<file path="src/rtl/adg732_scan_seq.sv">
// adg732_scan_seq: channel scan sequencer feeding the ADG732 demux driver.
// Steps through 5-bit channel numbers according to a latched start/stop/mode
// configuration. Each channel is offered over a valid/ready handshake, and the
// sequencer then waits a programmable dwell before offering the next one.
//
// Ports
//   clk, rst_n       clock, async active-low reset
//   run              level; rising edge starts a scan, low requests stop
//   oneshot          1 = stop after one pass, 0 = loop
//   mode             00 up, 01 down, 10 ping-pong, 11 hold
//   start_ch/stop_ch first/last channel
//   dwell            cycles from handshake to next request (0 acts as 1)
//   ch_ready         driver accepts ch
//   ch_valid, ch     channel request
//   demux_en, busy   high while not idle
//   scan_done        one-cycle pulse at the end of each pass
module adg732_scan_seq #(
  parameter int DWELL_W = 24,
  parameter int NCH_W   = 5
) (
  input  logic               clk,
  input  logic               rst_n,
  input  logic               run,
  input  logic               oneshot,
  input  logic [1:0]         mode,
  input  logic [NCH_W-1:0]   start_ch,
  input  logic [NCH_W-1:0]   stop_ch,
  input  logic [DWELL_W-1:0] dwell,
  input  logic               ch_ready,
  output logic               ch_valid,
  output logic [NCH_W-1:0]   ch,
  output logic               demux_en,
  output logic               busy,
  output logic               scan_done
);

  typedef enum logic [1:0] {IDLE, ISSUE, DWELL} state_t;

  localparam logic [1:0] M_UP = 2'b00, M_DN = 2'b01, M_PP = 2'b10;

  state_t             state, state_nxt;
  logic               run_q;
  logic [1:0]         mode_r;
  logic               oneshot_r;
  logic [NCH_W-1:0]   start_r, stop_r, ch_r, nxt_ch, lo, hi;
  logic [DWELL_W-1:0] dwell_r, cnt;
  logic               dir_r, nxt_dir, dir0, pass_end;
  logic               run_rise, hs, dwell_end;

  assign run_rise  = run & ~run_q;
  assign hs        = (state == ISSUE) & ch_ready;
  assign dwell_end = (state == DWELL) & (cnt == DWELL_W'(1));
  assign lo        = (start_r < stop_r) ? start_r : stop_r;
  assign hi        = (start_r < stop_r) ? stop_r  : start_r;
  // ping-pong leaves start_ch heading toward stop_ch (dir 1 = ascending)
  assign dir0      = (stop_r >= start_r);

  // Next channel and end-of-pass, evaluated from the last accepted channel.
  always_comb begin
    nxt_ch   = ch_r;
    nxt_dir  = dir_r;
    pass_end = 1'b0;
    case (mode_r)
      M_UP: begin
        pass_end = (ch_r == stop_r);
        nxt_ch   = ch_r + NCH_W'(1);
      end
      M_DN: begin
        pass_end = (ch_r == stop_r);
        nxt_ch   = ch_r - NCH_W'(1);
      end
      M_PP: begin
        if (lo == hi) begin
          pass_end = 1'b1;
        end else begin
          if (dir_r) begin
            if (ch_r == hi) begin
              nxt_ch  = ch_r - NCH_W'(1);
              nxt_dir = 1'b0;
            end else begin
              nxt_ch  = ch_r + NCH_W'(1);
            end
          end else begin
            if (ch_r == lo) begin
              nxt_ch  = ch_r + NCH_W'(1);
              nxt_dir = 1'b1;
            end else begin
              nxt_ch  = ch_r - NCH_W'(1);
            end
          end
          // the pass closes just before start_ch would be revisited
          pass_end = (nxt_ch == start_r);
        end
      end
      default: pass_end = 1'b1;   // hold: every request is a pass
    endcase
    if (pass_end) begin
      nxt_ch  = start_r;
      nxt_dir = dir0;
    end
  end

  always_comb begin
    state_nxt = state;
    case (state)
      IDLE:    if (run_rise) state_nxt = ISSUE;
      ISSUE:   if (ch_ready) state_nxt = DWELL;
      DWELL:   if (dwell_end)
                 state_nxt = (!run || (pass_end && oneshot_r)) ? IDLE : ISSUE;
      default: state_nxt = IDLE;
    endcase
  end

  always_ff @(posedge clk or negedge rst_n) begin
    if (!rst_n) state <= IDLE;
    else        state <= state_nxt;
  end

  always_ff @(posedge clk or negedge rst_n) begin
    if (!rst_n) begin
      // run_q resets high so a run level already high at release is not an edge
      run_q     <= 1'b1;
      mode_r    <= '0;
      oneshot_r <= 1'b0;
      start_r   <= '0;
      stop_r    <= '0;
      dwell_r   <= DWELL_W'(1);
      ch_r      <= '0;
      dir_r     <= 1'b1;
      cnt       <= '0;
      scan_done <= 1'b0;
    end else begin
      run_q     <= run;
      // a pass that completes still reports done even if run has dropped
      scan_done <= dwell_end & pass_end;
      if (state == IDLE && run_rise) begin
        mode_r    <= mode;
        oneshot_r <= oneshot;
        start_r   <= start_ch;
        stop_r    <= stop_ch;
        dwell_r   <= (dwell == '0) ? DWELL_W'(1) : dwell;
        ch_r      <= start_ch;
        dir_r     <= (stop_ch >= start_ch);
      end
      if (hs)
        cnt <= dwell_r;
      else if (state == DWELL)
        cnt <= cnt - DWELL_W'(1);
      if (dwell_end) begin
        ch_r  <= nxt_ch;
        dir_r <= nxt_dir;
      end
    end
  end

  assign ch_valid = (state == ISSUE);
  assign busy     = (state != IDLE);
  assign demux_en = busy;
  assign ch       = ch_r;

endmodule

</file>
<file path="config.mk">
export PLATFORM = sky130hd
export DESIGN_NAME = adg732_scan_seq
export DESIGN_NICKNAME = d
export VERILOG_FILES = /design/src/rtl/adg732_scan_seq.sv
export SDC_FILE = /design/constraint.sdc
export NUM_CORES = 1
export LEC_CHECK = 0
export BUFFER_PORTS_ARGS = -buffer_cell sky130_fd_sc_hd__buf_2
export CORE_ASPECT_RATIO = 0.9
export CORE_MARGIN = 4
export CORE_UTILIZATION = 35
export DETAILED_ROUTE_END_ITERATION = 10
export SLEW_MARGIN = 20
export SYNTH_ARGS = -nofsm -noshare
export SYNTH_HDL_FRONTEND = slang
export SYNTH_SLANG_ARGS = --single-unit
</file>
<file path="constraint.sdc">
create_clock -name clk -period 8.75 [get_ports clk]
set_input_delay 0.875 -clock clk [delete_from_list [all_inputs] [get_ports clk]]
set_output_delay 0.875 -clock clk [all_outputs]
set_load 0.05 [all_outputs]
</file>
==> results.md <==
* Status: finished, final reports clean
* Hold Crit Start: dwell_r[4]
* Detailed placer's ending HPWL at 8.16 mm
* Slew Limit Fails at 0
* # IOs at 50
* Post-route clock period utilization at 43.6%
* Crit path kind: register to register
* Fraction of layout cells with a size suffix above 1 at 23.2%
* Overall routed net length at 11.3 mm
* DP Worst Slack at 4990 ps
* Gr ovfl total at 0
* Clk_lat worst skew at 340 ps
* Row cnt at 38
* CP arrival at 4070 ps
* Design Power at 0.00193 W
* Util after Layout at 41.3%
* Critical Path End Type: register
* Static Leak at 2.13 nW
* Final setup vio count at 0
* H-tree levels at 3
* Max-cap violations at 0
* ANT cells at 0
* Antenna-violating nets left at 0
* Slowest CP cell: nor4_4
* Largest net degree at the start of global routing at 72
* Pwr Density at 388 nW/um2
* Hold buffers post-CTS at 0
* Origin of the worst setup path: cnt[15]
* DRT iter0 DRCs at 216
* Vias at 3699
* Critical path's top delay family: simple AND/OR/NAND/NOR gates
* YS warnings at 0
* Postcts setup bufs at 0
* Register area share after synthesis at 41.5%
* DRC violations left at 0
* Worst Path Buf+Inv at 0
* Vias in the first global route at 3530
* Nets@finish at 550
* Rel. slew slack at 39.3%
* Setup TNS at 0 ps
* Max Clock Freq at 262 MHz
* EDFF count, synth at 0
* CTS tree: built
* Worst-Margin Slew at 910 ps
* Netlist cell types at 67
* CP Launch Type: register
* TritonCTS Buffers at 9
* Area grow syn2layout at 15.7%
* Mean Syn Cell Area at 9.59 um2
* Synthesized netlist cell count at 448
* Placeable Area at 12000 um2
* VDD IR max at 0.000185 V
* First-pass GRT wire length at 18.6 mm
* Final worst setup slack at 4930 ps
* Clk slew on worst S/H paths at 60 ps
* Hold Crit Class: register to register
* Post-synthesis register bit count at 71
* Crit path largest cell delay at 560 ps
* CTS resizes at 0
* Syn Nets at 507
* Post-Syn Area at 4300 um2
* Die ar. at 14100 um2
* Skew final at 9.32 ps
* DIE HEIGHT at 113 um
* Clk sinks at 71
* Initial antenna violation count at 0
* Crit-path max FO at 10
* First-pass iteration count of the detailed router at 4
* Starting density of the core at 35.7%
* All-Layer GR Usage at 16.3%
* WL/cell at 17.2 um
* Post-layout min period at 3820 ps
* Final Hold Fails at 0
* Vias per std cell at 5.64
* CTS Root Cell: clkbuf_16
* Post-synthesis async set-or-reset flop share at 100%
* Reg-to-Reg Start: cnt[15]
* Sequence of cells on the critical path: or4_4 -> or2_4 -> or3_4 -> or3_1 -> nor4_4 -> nand2_2 -> o22ai_2 -> a21oi_2 -> o21ai_0 -> a21oi_1 -> a211oi_2
* Die width at 125 um
* Final GP Congestion at 0.935
* RSZ-0062 raised after global routing: false
* Dominant synthesized flop cell: dfrtp_1
* Max clock buf depth at 2
* Worst Path Required at 9000 ps
* Hold WS at 492 ps
* Port Buffers at 49
[cells in the final DEF, fill, tap and decap left out, drive strengths merged, types with 4 or more instances in the layout]
cell | netlist | routed
dfrtp | 68 | 68
buf | 4 | 51
nand2 | 50 | 50
mux2 | 29 | 29
o21ai | 27 | 27
inv | 23 | 23
nor2 | 23 | 23
a21oi | 19 | 19
ha | 18 | 18
nor3 | 17 | 17
nor4 | 14 | 14
o211ai | 13 | 13
nand3 | 11 | 11
clkbuf | 15 | 11
xor2 | 10 | 10
o221ai | 8 | 8
nor2b | 8 | 8
a221o | 7 | 7
o311ai | 7 | 7
or3 | 7 | 7
nand2b | 6 | 6
o22ai | 6 | 6
a211o | 4 | 4
[per-stage QoR]
step,instance area [um2],std cells
3_5_place_dp,4680,640
3_3_place_gp,4680,640
5_1_grt,4970,656
2_1_floorplan,4300,448
6_report,4970,656
4_1_cts,4970,656
[layer usage]
layer | up-vias | routed length [um] | share of wire, % | track usage, %
li1 | 1751 | - | - | -
met1 | 1827 | 5320 | 47 | 23.1
met2 | 104 | 5120 | 45 | 25.2
met3 | 17 | 684 | 6.1 | 3.40
met4 | 0 | 156 | 1.4 | 4.82
met5 | - | 0 | 0 | 0
[report_power, final]
| group | switching [W] | internal (W) | leakage, nW |
|---|---|---|---|
| registers | 0.000156 | 0.000486 | 0.861 |
| logic | 0.000550 | 0.000367 | 1.14 |
| clock network | 0.000146 | 0.000221 | 0.136 |
[cells in the mapped netlist, types with 4 or more instances]
cell      count  area, um2
nor3_1       17       85.1
nand3_1      11       55.1
dfrtp_1      68       1700
mux2_2       29        327
clkbuf_1     15       56.3
nand2_1      48        180
o22ai_1       5       31.3
nor2b_1       7       43.8
o211ai_1     12       90.1
xor2_1       10       87.6
or3_1         6       37.5
a211o_1       4       35.0
nor4_1       13       81.3
a221o_1       7       70.1
o221ai_1      8       70.1
o21ai_0      26        130
a21oi_1      16       80.1
o311ai_0      7       61.3
inv_1        23       86.3
nand2b_1      6       37.5
ha_1         18        225
nor2_1       23       86.3
[worst register-to-register path, delay by kind of cell (launching register included)]
family          cells  cell delay (ps)
flops               1              380
simple gates        6             2310
compound gates      5             1030
[state kept, by name (all words and copies together) (netlist names)]
signal	cells
cnt	24
dwell_r	24
ch	5
start_r	5
stop_r	5
mode_r	2
state	2
dir_r	1
oneshot_r	1
run_q	1
scan_done	1
[cell type report]
type	instances	area (um2)
well taps	160	200
repair buffers	51	263
inverters	23	86.3
fillers	1173	7060
flip-flops and latches	71	1780
clock buffers	11	233
clock inverters	5	58.8
multi-input cells	335	2350
[worst paths after layout]
kind	end	slack [ps]	cells past startpoint
min in group asynchronous	dwell_r[7]	660	1
max in group asynchronous	stop_r[0]	7500	1
max	ch[4]	4930	11
min	cnt[4]	490	2
max reg2reg	ch[4]	4930	11
min reg2reg	cnt[4]	490	2
[kinds of logic (layout without fill, tap and decap cells)]
group	after synthesis	after routing	synth area share, %
AO/OA/AOI/OAI	116	116	19.5
XOR/XNOR	11	11	2.24
adder cells (fa/ha/maj)	18	18	5.24
buffers and inverters	42	90	3.99
flip-flops	71	71	41.5
multiplexers	32	32	8.30
AND/OR/NAND/NOR	158	158	19.3
Power figures use the tool's default switching activity.
